## config.mk

```make
export PLATFORM = sky130hd
export DESIGN_NAME = serial_adder_flat
export DESIGN_NICKNAME = d
export VERILOG_FILES = /design/src/rtl/adder_pkg.sv /design/src/rtl/serial_adder_if.sv /design/src/rtl/serial_adder_fa_slice.sv /design/src/rtl/serial_adder.sv /design/src/flat_wrapper.sv
export SDC_FILE = /design/constraint.sdc
export NUM_CORES = 1
export LEC_CHECK = 0
export CAP_MARGIN = 20
export CORE_ASPECT_RATIO = 0.8
export CORE_MARGIN = 1
export CORE_UTILIZATION = 50
export CTS_BUF_LIST = sky130_fd_sc_hd__clkbuf_16
export DETAILED_ROUTE_END_ITERATION = 8
export PLACE_DENSITY = 0.77
export REMOVE_ABC_BUFFERS = 1
export SLEW_MARGIN = 20
export SYNTH_ARGS = -nofsm -noshare
export SYNTH_HDL_FRONTEND = slang
export SYNTH_HIERARCHICAL = 1
export SYNTH_SLANG_ARGS = --single-unit
export TNS_END_PERCENT = 30
```

## constraint.sdc

```tcl
create_clock -name clk -period 2.6 [get_ports clk]
set_input_delay 0.78 -clock clk [delete_from_list [all_inputs] [get_ports clk]]
set_output_delay 0.78 -clock clk [all_outputs]
set_load 0.02 [all_outputs]
```

## src/rtl/adder_pkg.sv

```systemverilog
// Shared definitions for the serial adder/subtractor.
//   state_t   : FSM state encoding (IDLE, RUN, DONE), 2 bits
//   cnt_width : step-counter width for a given number of steps (minimum 1)
package adder_pkg;

   typedef enum logic [1:0] {
      IDLE = 2'd0,
      RUN  = 2'd1,
      DONE = 2'd2
   } state_t;

   // $clog2(1) is 0, so a single-step configuration still needs one counter bit.
   function automatic int cnt_width(input int n_steps);
      return (n_steps <= 1) ? 1 : $clog2(n_steps);
   endfunction

endpackage

```

## src/rtl/serial_adder_if.sv

```systemverilog
// Operation request / result bundle for serial_adder.
//   master : drives start, sub, Ai, Bi, Ci; observes busy, done, So, Co, ovf
//   slave  : the adder side of the same signals
// WIDTH must match the WIDTH parameter of the serial_adder it connects to.
interface serial_adder_if #(
   parameter int WIDTH = 16
);

   logic             start;
   logic             sub;
   logic [WIDTH-1:0] Ai;
   logic [WIDTH-1:0] Bi;
   logic             Ci;
   logic             busy;
   logic             done;
   logic [WIDTH-1:0] So;
   logic             Co;
   logic             ovf;

   modport master (
      output start, sub, Ai, Bi, Ci,
      input  busy, done, So, Co, ovf
   );

   modport slave (
      input  start, sub, Ai, Bi, Ci,
      output busy, done, So, Co, ovf
   );

endinterface

```

## src/rtl/serial_adder_fa_slice.sv

```systemverilog
// Combinational STEP-bit ripple-carry adder slice.
//   a, b    : STEP-bit addends
//   cin     : carry into bit 0
//   s       : STEP-bit sum
//   cout    : carry out of bit STEP-1
//   msb_cin : carry into bit STEP-1 (with cout gives signed overflow)
module fa_slice #(
   parameter int STEP = 1
) (
   input  logic [STEP-1:0] a,
   input  logic [STEP-1:0] b,
   input  logic            cin,
   output logic [STEP-1:0] s,
   output logic            cout,
   output logic            msb_cin
);

   // A scalar running carry keeps the ripple inside one process, so no
   // self-referencing carry vector is needed.
   always_comb begin
      logic c;
      c       = cin;
      msb_cin = cin;
      s       = '0;
      for (int i = 0; i < STEP; i++) begin
         msb_cin = c;
         s[i]    = a[i] ^ b[i] ^ c;
         c       = (a[i] & b[i]) | (c & (a[i] ^ b[i]));
      end
      cout = c;
   end

endmodule

```

## src/rtl/serial_adder.sv

```systemverilog
// Multi-cycle adder/subtractor: processes STEP bits per clock through one
// fa_slice and a registered carry, WIDTH/STEP RUN cycles per operation.
//   clk, rst_n : clock (rising edge) and synchronous active-low reset
//   bus.start  : request, taken only in IDLE and not during the done pulse
//   bus.sub    : 0 = Ai + Bi + Ci, 1 = Ai - Bi (Ci ignored)
//   bus.Ai/Bi/Ci : operands, captured on an accepted start
//   bus.busy   : operation in progress (RUN)
//   bus.done   : one-cycle pulse, So/Co/ovf valid from this cycle on
//   bus.So/Co/ovf : result, carry-out (1 = no borrow on sub), signed overflow
module serial_adder
   import adder_pkg::*;
#(
   parameter int WIDTH = 16,
   parameter int STEP  = 1
) (
   input  logic           clk,
   input  logic           rst_n,
   serial_adder_if.slave  bus
);

   localparam int NSTEPS = WIDTH / STEP;
   localparam int CNT_W  = cnt_width(NSTEPS);

   if (WIDTH < 2 || STEP < 1 || (WIDTH % STEP) != 0) begin : g_param_chk
      $error("serial_adder: WIDTH must be >= 2 and a multiple of STEP");
   end

   state_t           state;
   logic [WIDTH-1:0] a_sr;
   logic [WIDTH-1:0] b_sr;
   logic [WIDTH-1:0] res_sr;
   logic             carry;
   logic             ovf_acc;
   logic [CNT_W-1:0] cnt;
   logic             busy_q;
   logic             done_q;
   logic [WIDTH-1:0] so_q;
   logic             co_q;
   logic             ovf_q;

   logic [STEP-1:0]  sl_s;
   logic             sl_cout;
   logic             sl_msb_cin;
   logic [WIDTH-1:0] res_next;

   fa_slice #(.STEP(STEP)) u_slice (
      .a       (a_sr[STEP-1:0]),
      .b       (b_sr[STEP-1:0]),
      .cin     (carry),
      .s       (sl_s),
      .cout    (sl_cout),
      .msb_cin (sl_msb_cin)
   );

   // New slice bits enter at the top; after NSTEPS shifts the first slice
   // result has reached bit 0. Written as shift/or so STEP == WIDTH needs no
   // special case.
   assign res_next = (WIDTH'(sl_s) << (WIDTH - STEP)) | (res_sr >> STEP);

   always_ff @(posedge clk) begin
      if (!rst_n) begin
         state   <= IDLE;
         a_sr    <= '0;
         b_sr    <= '0;
         res_sr  <= '0;
         carry   <= 1'b0;
         ovf_acc <= 1'b0;
         cnt     <= '0;
         busy_q  <= 1'b0;
         done_q  <= 1'b0;
         so_q    <= '0;
         co_q    <= 1'b0;
         ovf_q   <= 1'b0;
      end else begin
         done_q <= 1'b0;
         case (state)
            IDLE: begin
               // done_q high means DONE has just handed back to IDLE; a start
               // in that cycle is refused.
               if (bus.start && !done_q) begin
                  a_sr   <= bus.Ai;
                  b_sr   <= bus.Bi ^ {WIDTH{bus.sub}};
                  carry  <= bus.sub ? 1'b1 : bus.Ci;
                  cnt    <= '0;
                  res_sr <= '0;
                  busy_q <= 1'b1;
                  state  <= RUN;
               end
            end
            RUN: begin
               a_sr    <= a_sr >> STEP;
               b_sr    <= b_sr >> STEP;
               res_sr  <= res_next;
               carry   <= sl_cout;
               // Overwritten every step; the last (MSB) slice value survives.
               ovf_acc <= sl_msb_cin ^ sl_cout;
               cnt     <= cnt + CNT_W'(1);
               if (cnt == CNT_W'(NSTEPS - 1)) begin
                  busy_q <= 1'b0;
                  state  <= DONE;
               end
            end
            DONE: begin
               done_q <= 1'b1;
               so_q   <= res_sr;
               co_q   <= carry;
               ovf_q  <= ovf_acc;
               state  <= IDLE;
            end
            default: begin
               busy_q <= 1'b0;
               state  <= IDLE;
            end
         endcase
      end
   end

   assign bus.busy = busy_q;
   assign bus.done = done_q;
   assign bus.So   = so_q;
   assign bus.Co   = co_q;
   assign bus.ovf  = ovf_q;

endmodule

```

## src/flat_wrapper.sv

```systemverilog
// flat-port wrapper written by rule: the top's interface ports become plain ports
module serial_adder_flat import adder_pkg::*;
#(
   parameter int WIDTH = 16,
   parameter int STEP  = 1
)
  (clk, rst_n, bus_start, bus_sub, bus_Ai, bus_Bi, bus_Ci, bus_busy, bus_done, bus_So, bus_Co, bus_ovf);
  serial_adder_if #(.WIDTH(WIDTH)) bus_i ();
  input  logic clk;
  input  logic rst_n;
  input wire logic [$bits(bus_i.start)-1:0] bus_start;
  input wire logic [$bits(bus_i.sub)-1:0] bus_sub;
  input wire logic [$bits(bus_i.Ai)-1:0] bus_Ai;
  input wire logic [$bits(bus_i.Bi)-1:0] bus_Bi;
  input wire logic [$bits(bus_i.Ci)-1:0] bus_Ci;
  output wire logic [$bits(bus_i.busy)-1:0] bus_busy;
  output wire logic [$bits(bus_i.done)-1:0] bus_done;
  output wire logic [$bits(bus_i.So)-1:0] bus_So;
  output wire logic [$bits(bus_i.Co)-1:0] bus_Co;
  output wire logic [$bits(bus_i.ovf)-1:0] bus_ovf;
  assign bus_i.start = bus_start;
  assign bus_i.sub = bus_sub;
  assign bus_i.Ai = bus_Ai;
  assign bus_i.Bi = bus_Bi;
  assign bus_i.Ci = bus_Ci;
  assign bus_busy = bus_i.busy;
  assign bus_done = bus_i.done;
  assign bus_So = bus_i.So;
  assign bus_Co = bus_i.Co;
  assign bus_ovf = bus_i.ovf;
  serial_adder #(.WIDTH(WIDTH), .STEP(STEP)) u_core (.clk(clk), .rst_n(rst_n), .bus(bus_i));
endmodule
```

==> results of run 1 <==
registers in the layout, summed over array words and instances (netlist names):
register         count
u_core/bus.busy      1
u_core/bus.Co        1
u_core/bus.ovf       1
u_core/carry         1
u_core/a_sr         16
u_core/bus.So       16
u_core/cnt           4
u_core/state         2
u_core/b_sr         16
u_core/bus.done      1
u_core/res_sr       16
u_core/ovf_acc       1
logic make-up after synthesis:
logic type | after synthesis | share of synthesized area
buffers and inverters | 30 | 0.0497
flip-flops | 76 | 0.496
AO/OA/AOI/OAI | 85 | 0.214
adder cells (fa/ha/maj) | 2 | 0.0106
XOR/XNOR | 18 | 0.0513
AND/OR/NAND/NOR | 126 | 0.179
stage by stage:
stage | utilization | setup WS [ps] | area [um^2] | instances
after floorplan | - | 91.8 | 2920 | 308
after global placement | 0.617 | 217 | 3650 | 454
after detailed placement | 0.617 | 204 | 3650 | 454
after CTS | 0.676 | 519 | 4000 | 470
after global routing | 0.676 | 485 | 4000 | 470
final | 0.676 | 530 | 4000 | 470
final timing paths:
path,from,endpoint,slack [ps],cells past startpoint
max,u_core/bus.Co,bus_Co,530,1
min,u_core/bus.So[10],u_core/bus.So[10],460,2
max reg2reg,u_core/state[0],u_core/b_sr[12],980,5
min reg2reg,u_core/bus.So[10],u_core/bus.So[10],460,2
cells in the final DEF (no fill, tap or decap), types with 3 or more instances in the layout:
| master | netlist | layout |
|---|---|---|
| clkdlybuf4s50_1 | 0 | 55 |
| nor2b_1 | 10 | 9 |
| o221ai_1 | 7 | 7 |
| nor3_1 | 3 | 3 |
| a21boi_0 | 19 | 19 |
| o211a_1 | 10 | 10 |
| nand3_1 | 18 | 18 |
| nand2b_1 | 3 | 3 |
| xnor2_1 | 11 | 11 |
| o21ai_0 | 11 | 11 |
| clkbuf_16 | 0 | 9 |
| buf_4 | 1 | 9 |
| a222oi_1 | 6 | 6 |
| bufinv_16 | 0 | 3 |
| nand2_1 | 59 | 59 |
| clkinv_4 | 0 | 4 |
| nor2_1 | 26 | 26 |
| and2_1 | 3 | 3 |
| dfxtp_1 | 76 | 76 |
| xor2_1 | 7 | 7 |
| a21oi_1 | 10 | 10 |
| a22o_1 | 17 | 17 |
power groups by stage:
stage	clock, W	sequential, W	combinational, W
after floorplan	0	0.00127	0.000153
after global placement	0	0.00127	0.000270
after detailed placement	0	0.00128	0.000276
after CTS	0.00146	0.00125	0.000279
after global routing	0.00151	0.00126	0.000307
final	0.00142	0.00125	0.000277
area by class of cell:
| class | instances | area [um^2] | share of cell area |
|---|---|---|---|
| clock inverter | 7 | 125 | 0.0313 |
| timing repair buffer | 65 | 623 | 0.156 |
| sequential | 76 | 1520 | 0.380 |
| inverter | 1 | 3.75 | 0.000939 |
| clock buffer | 9 | 225 | 0.0563 |
| multi-input combinational | 231 | 1400 | 0.350 |
| tap | 81 | 101 | 0.0253 |
metal layers:
layer  part of all wire  global-route usage
met1               0.46               0.265
met2               0.48               0.321
met3              0.059              0.0762
met4             0.0045              0.0670
met5                  0                   0
==> summary.txt, run 1 <==
Outcome -> finished clean
Number of synthesized flops with an enable pin -> 0
Fin crit share -> 0.796
FMAX -> 483 MHz
Most instantiated library cell after synthesis -> dfxtp_1
# Max-Cap Violations -> 0
Number of global-route vias before repair -> 2252
Largest net degree at the start of global routing -> 36
CTS tree -> done
DPL Wire Length -> 4050 um
Internal power -> 0.00230 W
Die area -> 6460 um^2
Setup TNS -> 0 ps
Final min period -> 2070 ps
Die Span X -> 89.6 um
Asr flop ratio synth -> 0
RSZ-0062 raised after global routing -> no
Routed len/inst -> 12.7 um
Max stage delay on crit path -> 610 ps
Critical Path Fanout Max -> 2
Worst-Skew Late Latency -> 330 ps
Post-CTS setup repair buffer count -> 0
Overall power -> 0.00295 W
Buf/Inv on CP -> 1
Most common library cells after synthesis -> dfxtp_1, nand2_1, nor2_1
Final-report setup violation count -> 0
Cell family with most CP delay -> buffers and inverters
Die Span Y -> 72.1 um
GRT Overall Usage -> 0.206
Slowest CP cell -> clkdlybuf4s50_1
Switching part of the total -> 0.220
Clock share of power -> 0.482
Initial DRC count -> 107
Post-CTS Hold Buffers -> 0
Psw -> 0.000651 W
Setup CP Type -> reg2out
Number of synthesis warnings -> 6
Worst Path Required -> 1820 ps
Hold Crit Class -> reg2reg
Worst IR Drop VDD -> 461 uV
Syn Area/Cell -> 9.11 um^2
Worst-path clk slew -> 60 ps
Inserted Clock Buffers -> 9
Synth area leaders -> dfxtp_1, nand2_1, a22o_1, a21boi_0, o211a_1
Main flop type after synthesis -> dfxtp_1
CP endpoint kind -> output pin
FILL cells -> 478
Ant diodes -> 0
DRC viols -> 0
Final Hold Viols -> 0
Sequential share of power -> 0.424
Antenna violations before repair -> 0
First-pass GRT wire length -> 10100 um
Grt total ovfl -> 0
Critical-path cell list -> clkdlybuf4s50_1
Least-Margin Pin Slew -> 615 ps
Startpoint types -> flop
Post-route ant nets -> 0
Hold WS -> 458 ps
Pleak -> 1.58 nW
Clk_skew -> 5.74 ps
CORE AREA -> 5910 um^2
Logic pwr share -> 0.094
Vias per cell -> 5.22
Slew Limit Fails -> 0
Area share of the largest cell type after synthesis -> 0.496
WP data arrival -> 1290 ps
Vias post-DR -> 2453
CTS Root Cell -> clkbuf_16
Row count -> 25
Clock sink count -> 76
Initial DRT Pass Iterations -> 4
Post-Syn Instances -> 337
Total Wirelength -> 5990 um
Synth Register Bits -> 76
Layout cells sized above 1 -> 0.0746
Initial core utilization -> 0.519
Final net count -> 423
Cell Pwr Density -> 738 nW/um^2
Final GP Congestion -> 0.753
I/O Buffers -> 56
PostCTS Resize Cnt -> 0
Sequential fraction of the synthesis area -> 0.496
Slew HR -> 0.589
Cell area after synthesis -> 3070 um^2
Distinct cells, synth -> 32
Htree depth -> 3
Area Growth Syn to Fin -> 30.2%
I/O pin total -> 57
Post-synth top area cell -> dfxtp_1
Clk buf depth -> 2
No activity file was read; power rests on OpenSTA's default activity.
==> run 2, diff against run 1 <==
==> constraint.sdc (replaced) <==
create_clock -name clk -period 2 [get_ports clk]
set_input_delay 0.6 -clock clk [delete_from_list [all_inputs] [get_ports clk]]
set_output_delay 0.6 -clock clk [all_outputs]
set_load 0.02 [all_outputs]
==> run 2 against run 1 <==
Worst setup slack got worse by 420 ps; critical path depth did not move; total power rose by 21%; register-to-register slack got worse by 530 ps; clock power is 9.9% higher; global-route usage rose by 0.46 points; non-clock buffer count grew 8; count of clock-buffer cells in the layout is the same; via count rose by 2.1%; die area stayed put; critical path type unchanged; critical endpoint unchanged; largest power group is now registers; highest routed layer unchanged.
==> summary.txt, run 2 (synthesis gave the netlist of run 1 again) <==
Cell family with most CP delay -> buffers and inverters
Hold Crit Depth -> 2 (unchanged)
Die Span Y -> 72.1 um (unchanged)
CORE AREA -> 5910 um^2 (unchanged)
Inserted Clock Buffers -> 9 (unchanged)
I/O Buffers -> 56 (unchanged)
Htree depth -> 3 (unchanged)
Startpoint types -> flop
Internal power -> 0.00275 W (+19%)
Most common cell after layout, fill and taps aside -> dfxtp_1
Die area -> 6460 um^2 (unchanged)
FILL cells -> 473 (-1.0%)
Pleak -> 1.59 nW (+0.92%)
Fin crit share -> 0.946
Final GP Congestion -> 0.757 (+0.62%)
First-pass GRT wire length -> 10400 um (+2.9%)
Ant diodes -> 0 (unchanged)
Final min period -> 1890 ps
Slew HR -> 0.581 (-0.00740)
Post-CTS Hold Buffers -> 0 (unchanged)
DPL Wire Length -> 4060 um (+0.20%)
Setup CP Type -> reg2out
R2R Setup Slk -> 450 ps (-530 ps)
CP endpoint kind -> output pin
Worst-Skew Late Latency -> 330 ps (about the same)
Layout cells sized above 1 -> 0.0909 (+0.0164)
Final setup margin -> 108 ps (-423 ps)
Number of global-route vias before repair -> 2296 (+2.0%)
R2R depth -> 5 (unchanged)
Initial DRT Pass Iterations -> 5 (+1)
Vias post-DR -> 2505 (+2.1%)
Slew Limit Fails -> 0 (unchanged)
Initial DRC count -> 131 (+22%)
I/O pin total -> 57 (unchanged)
Logic pwr share -> 0.109 (+0.015)
Hold wc startpoint -> u_core/bus.So[10]
FMAX -> 528 MHz
Psw -> 0.000831 W (+28%)
RR Startpoint -> u_core/state[0]
Vias per cell -> 5.25 (+0.62%)
RSZ-0062 raised after global routing -> no
Antenna violations before repair -> 0 (unchanged)
Clk_skew -> 4.19 ps (-1.55 ps)
Reg2reg end -> u_core/b_sr[7]
Final core occ -> 0.683 (+0.00656)
# Max-Cap Violations -> 0 (unchanged)
Worst Hold Path EP -> u_core/bus.So[10]
Buf/Inv on CP -> 1 (unchanged)
Outcome -> finished clean
Switching part of the total -> 0.232 (+0.0117)
Final Non-Filler Cells -> 477 (+1.5%)
Least-Margin Pin Slew -> 628 ps (+12.6 ps)
Largest net degree at the start of global routing -> 37 (+2.8%)
Overall power -> 0.00358 W (+21%)
Hold WS -> 459 ps (+0.344 ps)
Worst IR Drop VDD -> 565 uV (+22%)
Routed len/inst -> 12.7 um (about the same)
Sequential share of power -> 0.456 (+0.032)
PostCTS Resize Cnt -> 0 (unchanged)
Area Growth Syn to Fin -> 31.5%
Clk buf depth -> 2 (unchanged)
Post-CTS setup repair buffer count -> 0 (unchanged)
Clock sink count -> 76 (unchanged)
Final net count -> 431 (+1.9%)
Cell Pwr Density -> 886 nW/um^2 (+20%)
DRC viols -> 0 (unchanged)
Grt total ovfl -> 0 (unchanged)
CTS Root Cell -> clkbuf_16
Most frequent cells in the layout -> dfxtp_1, nand2_1, clkdlybuf4s50_1
Setup WS pre-CTS -> -145 ps (-349 ps)
CTS tree -> done
Worst Path Required -> 1400 ps (-420 ps)
Worst-path clk slew -> 60 ps (about the same)
Total Wirelength -> 6080 um (+1.4%)
Final-report setup violation count -> 0 (unchanged)
Post-route ant nets -> 0 (unchanged)
GRT Overall Usage -> 0.211 (+0.00458)
Max stage delay on crit path -> 610 ps (about the same)
Critical Path Fanout Max -> 2 (unchanged)
Die Span X -> 89.6 um (unchanged)
Critical-path cell list -> clkdlybuf4s50_1
Dpl cells -> 462 (+1.8%)
Final Hold Viols -> 0 (unchanged)
WP data arrival -> 1290 ps (about the same)
Slowest CP cell -> clkdlybuf4s50_1
Initial core utilization -> 0.519 (unchanged)
Row count -> 25 (unchanged)
Hold Crit Class -> reg2reg
Clock share of power -> 0.436 (-0.046)
[run 2: cell types whose count changed in the layout (fill, tap and decap cells not counted)]
cell        before  now
clkinvlp_4       0    3
clkinv_4         4    1
clkinv_2         0    1
buf_12           0    3
buf_4            9   14
bufinv_16        3    1
[run 2: metrics by stage]
stage               setup TNS [ps]  area (um^2)
floorplan                   -13540         2920
global placement             -2750         3750
detailed placement           -4460         3750
CTS                              0         4040
global route                     0         4040
finish                           0         4040
[run 2: cell type report]
type	count	area, um^2	area share
Sequential cell	76	1520	0.377
Multi-Input combinational cell	231	1400	0.346
Timing Repair Buffer	73	721	0.178
Clock buffer	9	225	0.0558
Tap cell	81	101	0.0251
Clock inverter	6	66.3	0.0164
Inverter	1	3.75	0.000930
[run 2: worst max-delay path by stage]
stage,cells past startpoint,end,slack [ps],from
detailed placement,6,u_core/b_sr[2],-150,bus_start
CTS,1,bus_Co,90,u_core/bus.Co
global placement,6,u_core/b_sr[9],-70,bus_start
floorplan,3,u_core/cnt[1],-510,u_core/state[0]
global route,1,bus_Co,60,u_core/bus.Co
finish,1,bus_Co,110,u_core/bus.Co
[run 2: power by group through the flow]
| stage | logic (W) | registers [W] | clock network [W] |
|---|---|---|---|
| finish | 0.000389 | 0.00163 | 0.00156 |
| floorplan | 0.000199 | 0.00165 | 0 |
| global placement | 0.000379 | 0.00166 | 0 |
| detailed placement | 0.000388 | 0.00166 | 0 |
| global route | 0.000431 | 0.00164 | 0.00166 |
| CTS | 0.000390 | 0.00163 | 0.00160 |
[run 2: metal layers]
layer  vias to the layer above  track usage  part of all wire
li1                       1276            -                 -
met1                      1154        0.266              0.47
met2                        67        0.334              0.46
met3                         8       0.0762             0.058
met4                         0       0.0705            0.0097
met5                         -            0                 0
[run 2: worst reg2reg max path, cell delays in order (launching register included)]
cell,delay [ps]
dfxtp_1,440
nor2b_2,280
buf_4,360
nor2_1,110
a21oi_1,150
o21ai_0,90
